### config.mk
export PLATFORM = sky130hd
export DESIGN_NAME = counter_array_ctrl
export DESIGN_NICKNAME = d
export VERILOG_FILES = /design/src/rtl/counter_array_ctrl.sv
export SDC_FILE = /design/constraint.sdc
export NUM_CORES = 1
export LEC_CHECK = 0
export CAP_MARGIN = 20
export CELL_PAD_IN_SITES_DETAIL_PLACEMENT = 1
export CELL_PAD_IN_SITES_GLOBAL_PLACEMENT = 1
export CORE_ASPECT_RATIO = 0.9
export CORE_MARGIN = 2
export CORE_UTILIZATION = 46
export CTS_BUF_LIST = sky130_fd_sc_hd__clkbuf_4 sky130_fd_sc_hd__clkbuf_8
export DETAILED_ROUTE_END_ITERATION = 10
export PLACE_DENSITY = 0.95
export SYNTH_ARGS = -nofsm -noshare
export SYNTH_HDL_FRONTEND = slang
export SYNTH_SLANG_ARGS = --single-unit
### constraint.sdc
create_clock -name clk -period 4.05 [get_ports clk]
set_clock_uncertainty 0.15 [all_clocks]
set_input_delay 0.405 -clock clk [delete_from_list [all_inputs] [get_ports clk]]
set_output_delay 0.405 -clock clk [all_outputs]
set_load 0.1 [all_outputs]
### src/rtl/counter_array_ctrl.sv
// counter_array_ctrl
//   NUM_CH counters run under one IDLE/RUN/HOLD sequencer. Each channel
//   counts for its own programmable number of cycles per run, and a
//   loadw-strobed stage registers the sum of all channel counts.
//   Every register updates on the falling edge of clk.
//
// Ports
//   clk    in   system clock (state changes on the falling edge)
//   rst    in   asynchronous, active-high reset
//   start  in   request a new run; accepted in IDLE or HOLD
//   len    in   packed per-channel run lengths, channel i at [i*LEN_W +: LEN_W]
//   loadw  in   when high at an edge, sum takes the pre-edge count total
//   count  out  packed channel counters, channel i at [i*WIDTH +: WIDTH]
//   sum    out  registered sum of all channel counts
//   busy   out  high while the sequencer is in RUN
//   done   out  one-cycle pulse at the end of a run

module counter_array_ctrl #(
  parameter int WIDTH    = 4,
  parameter int NUM_CH   = 2,
  parameter int LEN_W    = 4,
  parameter int SATURATE = 0,
  localparam int SUM_W   = WIDTH + $clog2(NUM_CH)
) (
  input  logic                    clk,
  input  logic                    rst,
  input  logic                    start,
  input  logic [NUM_CH*LEN_W-1:0] len,
  input  logic                    loadw,
  output logic [NUM_CH*WIDTH-1:0] count,
  output logic [SUM_W-1:0]        sum,
  output logic                    busy,
  output logic                    done
);

  typedef enum logic [1:0] {IDLE, RUN, HOLD} state_t;

  state_t           r_state;
  state_t           w_nextState;

  logic [LEN_W-1:0] r_lenQ  [NUM_CH];
  logic [LEN_W-1:0] r_maxQ;
  logic [LEN_W-1:0] r_step;
  logic [WIDTH-1:0] r_count [NUM_CH];
  logic [SUM_W-1:0] r_sum;
  logic             r_done;

  logic [LEN_W-1:0] w_lenMax;
  logic [WIDTH-1:0] w_countInc [NUM_CH];
  logic [SUM_W-1:0] w_countSum;
  logic             w_accept;
  logic             w_runLast;

  // Largest requested length decides how long the run lasts; computed
  // from the live len input so it can be captured alongside it.
  always_comb begin
    w_lenMax = '0;
    for (int i = 0; i < NUM_CH; i++) begin
      if (len[i*LEN_W +: LEN_W] > w_lenMax) begin
        w_lenMax = len[i*LEN_W +: LEN_W];
      end
    end
  end

  // Start is only honoured outside RUN; the last RUN cycle is the one
  // whose step is one short of the longest length. The compare is done
  // one bit wider so step+1 never wraps.
  assign w_accept  = (r_state != RUN) && start;
  assign w_runLast = (r_state == RUN) &&
                     (({1'b0, r_step} + (LEN_W+1)'(1)) == {1'b0, r_maxQ});

  // State register.
  always_ff @(negedge clk or posedge rst) begin
    if (rst) begin
      r_state <= IDLE;
    end else begin
      r_state <= w_nextState;
    end
  end

  // Next-state logic. A run with every length zero skips RUN entirely.
  always_comb begin
    w_nextState = r_state;
    case (r_state)
      IDLE, HOLD: begin
        if (start) begin
          w_nextState = (w_lenMax == '0) ? HOLD : RUN;
        end
      end
      RUN: begin
        if (w_runLast) begin
          w_nextState = HOLD;
        end
      end
      default: w_nextState = IDLE;
    endcase
  end

  // Outputs decoded from the state register and the done flop.
  always_comb begin
    busy = (r_state == RUN);
    done = r_done;
  end

  // Per-channel increment, optionally sticking at all-ones.
  always_comb begin
    for (int i = 0; i < NUM_CH; i++) begin
      if ((SATURATE != 0) && (&r_count[i])) begin
        w_countInc[i] = r_count[i];
      end else begin
        w_countInc[i] = r_count[i] + WIDTH'(1);
      end
    end
  end

  // Zero-extended total of all counters, wide enough never to overflow.
  always_comb begin
    w_countSum = '0;
    for (int i = 0; i < NUM_CH; i++) begin
      w_countSum = w_countSum + SUM_W'(r_count[i]);
    end
  end

  // Datapath: capture on accepted start, count while in RUN. done is
  // raised only on the edge that enters HOLD from RUN or from a
  // zero-length start, so it lasts exactly one cycle.
  always_ff @(negedge clk or posedge rst) begin
    if (rst) begin
      r_maxQ <= '0;
      r_step <= '0;
      r_done <= 1'b0;
      for (int i = 0; i < NUM_CH; i++) begin
        r_lenQ[i]  <= '0;
        r_count[i] <= '0;
      end
    end else begin
      r_done <= (w_nextState == HOLD) && ((r_state == RUN) || w_accept);
      if (w_accept) begin
        r_maxQ <= w_lenMax;
        r_step <= '0;
        for (int i = 0; i < NUM_CH; i++) begin
          r_lenQ[i]  <= len[i*LEN_W +: LEN_W];
          r_count[i] <= '0;
        end
      end else if (r_state == RUN) begin
        r_step <= r_step + LEN_W'(1);
        for (int i = 0; i < NUM_CH; i++) begin
          if (r_step < r_lenQ[i]) begin
            r_count[i] <= w_countInc[i];
          end
        end
      end
    end
  end

  // Sum stage runs independently of the sequencer and always sees the
  // counts as they were before the edge.
  always_ff @(negedge clk or posedge rst) begin
    if (rst) begin
      r_sum <= '0;
    end else if (loadw) begin
      r_sum <= w_countSum;
    end
  end

  assign sum = r_sum;

  for (genvar g = 0; g < NUM_CH; g++) begin : g_pack
    assign count[g*WIDTH +: WIDTH] = r_count[g];
  end

endmodule

==> results of run 1 <==
==> layer usage <==
metal | global-route usage [%] | wire, um | up-vias
met3 | 5.52 | 204 | 13
met1 | 34.2 | 2510 | 819
met5 | 0 | 0 | -
li1 | - | - | 738
met2 | 52.1 | 3140 | 50
met4 | 7.31 | 123 | 0
==> logic make-up after synthesis <==
kind of cell	count (synthesis)	share of synthesized area [%]
AND/OR/NAND/NOR	54	13.9
AO/OA/AOI/OAI	41	14.9
multiplexers	7	4.00
flip-flops	32	43.4
buffers and inverters	31	6.85
XOR/XNOR	9	4.27
adder cells (fa/ha/maj)	18	12.6
==> registers in the layout (all words and copies together), names as in the netlist <==
register  cells
done          1
r_maxQ        4
r_lenQ        8
count         8
r_state       2
sum           5
r_step        4
==> tightest hold or removal path, stage by stage (launching register included) <==
cell and delay (ns):
dfrtn_1 0.42, nand2_1 0.06, nand2_1 0.06
==> placed cells by master, fill, tap and decap left out, types with 3 or more instances in the layout <==
| cell type | synthesis | final |
|---|---|---|
| a21oi_1 | 6 | 6 |
| buf_12 | 0 | 16 |
| buf_4 | 0 | 13 |
| clkbuf_8 | 0 | 5 |
| clkdlybuf4s50_1 | 0 | 3 |
| dfrtn_1 | 32 | 32 |
| dlymetal6s2s_1 | 0 | 6 |
| ha_1 | 17 | 13 |
| ha_4 | 0 | 3 |
| inv_1 | 24 | 21 |
| inv_2 | 0 | 3 |
| mux2_2 | 3 | 3 |
| mux2i_1 | 4 | 3 |
| nand2_1 | 21 | 21 |
| nand2b_1 | 4 | 4 |
| nand3_1 | 7 | 7 |
| nor2_1 | 11 | 11 |
| nor4_1 | 3 | 3 |
| o211ai_1 | 6 | 6 |
| o21ai_0 | 14 | 12 |
| o221ai_1 | 3 | 3 |
| xnor2_1 | 5 | 5 |
| xor2_1 | 4 | 4 |
==> final cells by class <==
cell class                      instances  share of cell area, %
Multi-Input combinational cell        129                   38.3
Sequential cell                        32                   31.7
Timing Repair Buffer                   40                   21.4
Inverter                               25                   3.71
Clock buffer                            5                   2.72
Tap cell                               46                   2.27
==> stage by stage <==
stage               worst slack (ns)  util (%)
detailed placement            -0.392      63.4
floorplan                      0.135         -
CTS                          0.00865      66.1
global route                  0.0122      66.9
finish                        0.0742      66.9
global placement              -0.259      63.4
==> worst paths after layout <==
check | end | slack (ns) | depth (start not counted)
worst max-delay path | done | 0.07 | 8
worst min-delay path | r_lenQ[4] | 0.30 | 2
worst max register to register | r_state[0] | 1.92 | 5
worst min register to register | r_lenQ[4] | 0.30 | 2
max in group asynchronous | r_lenQ[7] | 1.13 | 3
min in group asynchronous | sum[4] | 2.27 | 3
==> repair_timing <==
action                                  CTS  global route
gates resized for setup                  11             9
pin swaps                                 5             3
hold endpoints to repair                  0             0
endpoints found under the setup margin    7             7
==> run metrics, run 1 <==
initial core utilization=48.7%; fin area=between 2000 and 3000 um^2; chip width=70.7 um; cts hold-fix bufs=0; critical-path cell list=dlygate4sd2_1, inv_2, ha_4, nor2b_4, o211ai_1, a21oi_2, mux2i_2, o21ai_1; tightest hold margin=0.298 ns; # IOs=27; Synth Warn #=0; HPWL reported at the end of detailed placement=4120 um; Die Y=64.1 um; Netlist cell types=35; Fin Setup TNS=0 ns; WL/cell=21.6 um; area of the multi-input gates=968 um^2; share of layout cells above drive strength 1=22.1%; delay-heaviest family, CP=compound AO/OA/AOI/OAI gates; root buf cell=clkbuf_8; Yosys top cell area share=43.4%; Placed Cells=around 270; RD Place Congestion=0.792; top post-synthesis cells by area=dfrtn_1 43%, ha_1 12%, inv_1 4.9%; outcome=finished, final reports clean; Worst EP arrival=1.93 ns; Crit path largest cell delay=0.31 ns; Main synth FF type=dfrtn_1; commonest cells in the netlist=32 x dfrtn_1, 24 x inv_1, 21 x nand2_1, 17 x ha_1, 14 x o21ai_0; Syn Inst Count=192; Sink Count=32; synthesis-to-finish area growth=37.2%; H-tree levels=2; r2r startpoint=r_step[0]; largest area contributor in the synthesized netlist=dfrtn_1; Worst Path Required=2.00 ns; critical path class=in2reg; # Max-Cap Violations=0; TritonCTS clock tree=done; via count=between 1.5k and 2k; port bufs=26; vias per cell=between 5 and 6; DRC errors left=0; clk buf depth=2; Critical path buffers and inverters=2; placed cell area=around 2400 um^2; FF+latch count, synth=32; CTS clk-pin slew, worst paths=0.05 ns; slowest stage cell, crit path=mux2i_2; syn_area_per_cell=about 9.6 um^2; initial DRC count=around 140; Async SR Flop Fraction=100%; RSZ-0062 raised after global routing=no; critical path endpoint category=flop; Non-Filler Instances=around 280; peak fanout along the critical path=3; fill count=400; post-CTS setup buffer count=0; number of synthesized flops with an enable pin=0; Max-slew headroom=between 60% and 70%; latest clock arrival within the worst-skew pair=0.29 ns; global route total overflow=0; Final nets=around 260; vias in the first global route=1,798; critical path launch point type=input port; Synth Net Count=222; row cnt=21; hold path start=r_lenQ[4]; cts bufs inserted=5; core region area=3780 um^2; Post-Syn Area=1840 um^2; largest net degree at the start of global routing=33; Fin. Hold Viols=0; GR Util All Layers=between 20% and 30%; die area=4530 um^2; most common cell in the netlist=dfrtn_1; Tightest Pin Transition=0.544 ns; post-route ant nets=0; Pre-Repair DR Iteration Count=4; Seq/Total Area, Yosys=43.4%; Final setup violation count=0; initial antenna violation count=0; Routed Wire Length=between 5000 and 6000 um; Critical Path Start=len[1]; Min-Delay Path Class=reg2reg; Antenna Cells=0; FF/Latch Area=around 800 um^2; first-pass GRT wire length=9630 um; Max Slew Vio Count=0
Power of run 1 is left out: the tool's default activity adds up to more than one toggle a clock period on the data nets, which glitch-free logic cannot reach.
==> run 2: changes to the inputs <==
--- a/config.mk
+++ b/config.mk
@@ -10,9 +10,10 @@
 export CELL_PAD_IN_SITES_GLOBAL_PLACEMENT = 1
 export CORE_ASPECT_RATIO = 0.9
 export CORE_MARGIN = 2
-export CORE_UTILIZATION = 46
+export CORE_UTILIZATION = 54
 export CTS_BUF_LIST = sky130_fd_sc_hd__clkbuf_4 sky130_fd_sc_hd__clkbuf_8
 export DETAILED_ROUTE_END_ITERATION = 10
+export DONT_BUFFER_PORTS = 1
 export PLACE_DENSITY = 0.95
 export SYNTH_ARGS = -nofsm -noshare
 export SYNTH_HDL_FRONTEND = slang
==> run metrics, run 2 (same netlist as run 1, synthesis figures left out) <==
most frequent cells in the layout=32 x dfrtn_1, 24 x inv_1, 21 x nand2_1 (was 32 x dfrtn_1, 21 x nand2_1, 21 x inv_1); Sink Count=32 (unchanged); synthesis-to-finish area growth=13.7% (was 37.2%); critical path class=in2reg (unchanged); critical path launch point type=input port (unchanged); vias in the first global route=1,726 (was 1,798); Critical path buffers and inverters=1 (was 2); critical-path cell list=inv_1, ha_1, nor2b_1, o211ai_1, a21oi_2, mux2i_1, o21ai_0 (was dlygate4sd2_1, inv_2, ha_4, nor2b_4, o211ai_1, a21oi_2, mux2i_2, o21ai_1); Worst EP arrival=1.81 ns (was 1.93 ns); Min-Delay Path Class=reg2reg (unchanged); die area=3900 um^2 (was 4530 um^2); chip width=65.6 um (was 70.7 um); Max Slew Vio Count=0 (unchanged); H-tree levels=2 (unchanged); Die Y=59.4 um (was 64.1 um); initial antenna violation count=0 (unchanged); Worst Path Required=1.99 ns (was 2.00 ns); Fin Setup TNS=0 ns (unchanged); Routed Wire Length=5860 um (was 5970 um); largest net degree at the start of global routing=33 (unchanged); Fin. Hold Viols=0 (unchanged); Antenna Cells=0 (unchanged); Final setup violation count=0 (unchanged); slowest stage cell, crit path=mux2i_1 (was mux2i_2); vias per cell=6.13 (was 5.85); GR Util All Layers=34.0% (was 28.5%); initial core utilization=55.4% (was 48.7%); cts bufs inserted=5 (unchanged); # IOs=27 (unchanged); area of the multi-input gates=917 um^2 (was 968 um^2); most common cell after layout, fill and taps aside=dfrtn_1 (unchanged); Final nets=239 (was 263); core region area=3330 um^2 (was 3780 um^2); share of layout cells above drive strength 1=15.2% (was 22.1%); RD Place Congestion=0.769 (was 0.792); post-route ant nets=0 (unchanged); root buf cell=clkbuf_8 (unchanged); via count=1,558 (was 1,620); Crit path largest cell delay=0.42 ns (was 0.31 ns); initial DRC count=113 (was 135); first-pass GRT wire length=9230 um (was 9630 um); # Max-Cap Violations=0 (unchanged); port bufs=0 (was 26); CTS clk-pin slew, worst paths=0.05 ns (about the same); critical path endpoint category=flop (unchanged); peak fanout along the critical path=4 (was 3); row cnt=20 (was 21); Tightest Pin Transition=0.901 ns (was 0.544 ns); RSZ-0062 raised after global routing=no (unchanged); TritonCTS clock tree=done (unchanged); post-CTS setup buffer count=0 (unchanged); WL/cell=23.1 um (was 21.6 um); fill count=379 (was 400); cts hold-fix bufs=0 (unchanged); global route total overflow=0 (unchanged); Max-slew headroom=39.9% (was 63.4%); outcome=finished, final reports clean (unchanged); HPWL reported at the end of detailed placement=3770 um (was 4120 um); Pre-Repair DR Iteration Count=4 (unchanged); latest clock arrival within the worst-skew pair=0.30 ns (was 0.29 ns); DRC errors left=0 (unchanged); clk buf depth=2 (unchanged); post_cts resized=0 (was 11); FF/Latch Area=801 um^2 (unchanged); delay-heaviest family, CP=compound AO/OA/AOI/OAI gates (unchanged)
## run 2: changes by cell type in the layout (fill, tap and decap cells not counted), sizes merged
cell / before / now
clkbuf: 5 / 8
dlymetal6s2s: 6 / 0
buf: 29 / 16
clkdlybuf4s50: 3 / 0
dlygate4sd2: 2 / 0
## run 2: final cells by class
| type | count | area share, % |
|---|---|---|
| clock buffer | 8 | 4.65 |
| timing repair buffer | 16 | 6.32 |
| inverter | 25 | 4.47 |
| multi-input combinational | 129 | 43.7 |
| sequential | 32 | 38.2 |
| tap | 44 | 2.63 |
## run 2: worst paths after layout
check | end | start | depth (start not counted) | slack [ns]
max | done | len[1] | 7 | 0.18
min | count[3] | count[1] | 3 | 0.34
max reg2reg | sum[2] | count[4] | 6 | 1.83
min reg2reg | count[3] | count[1] | 3 | 0.34
max in group asynchronous | count[5] | rst | 2 | 1.55
min in group asynchronous | sum[3] | rst | 2 | 1.86
## run 2: per-layer routing
metal	up-vias	part of all wire [%]	global-route usage [%]
met1	770	39	37.6
met2	71	50	58.3
met4	0	6.0	21.7
li1	689	-	-
met5	-	0	0
met3	28	5.0	9.32
## run 2: worst register-to-register path: stages (launching register included)
cell and delay (ns):
dfrtn_1 0.38, buf_4 0.32, ha_1 0.27, inv_1 0.09, fa_1 0.43, xnor2_1 0.17
mux2_2 0.26
## run 2: metrics by stage
step           util (%)  std cells  hold slack [ns]  setup slack [ns]  cell area, um^2
2_1_floorplan         -        192            0.257             0.135             1840
3_3_place_gp       60.1        246            0.286             0.164             2000
3_5_place_dp       60.1        246            0.339            0.0246             2000
4_1_cts            63.0        254            0.341             0.173             2100
5_1_grt            63.0        254            0.378            0.0788             2100
6_report           63.0        254            0.344             0.176             2100
Power of run 2 is left out for the same reason.
==> run 3: changes to the inputs <==
--- a/config.mk
+++ b/config.mk
@@ -5,7 +5,7 @@
 export SDC_FILE = /design/constraint.sdc
 export NUM_CORES = 1
 export LEC_CHECK = 0
-export CAP_MARGIN = 20
+export CAP_MARGIN = 25
 export CELL_PAD_IN_SITES_DETAIL_PLACEMENT = 1
 export CELL_PAD_IN_SITES_GLOBAL_PLACEMENT = 1
 export CORE_ASPECT_RATIO = 0.9
@@ -14,6 +14,7 @@
 export CTS_BUF_LIST = sky130_fd_sc_hd__clkbuf_4 sky130_fd_sc_hd__clkbuf_8
 export DETAILED_ROUTE_END_ITERATION = 10
 export DONT_BUFFER_PORTS = 1
+export HOLD_SLACK_MARGIN = 0.08
 export PLACE_DENSITY = 0.95
 export SYNTH_ARGS = -nofsm -noshare
 export SYNTH_HDL_FRONTEND = slang
==> results of run 3 <==
Final layout, timing and power as in run 2 (identical DEF).
Power of run 3 is left out for the same reason.
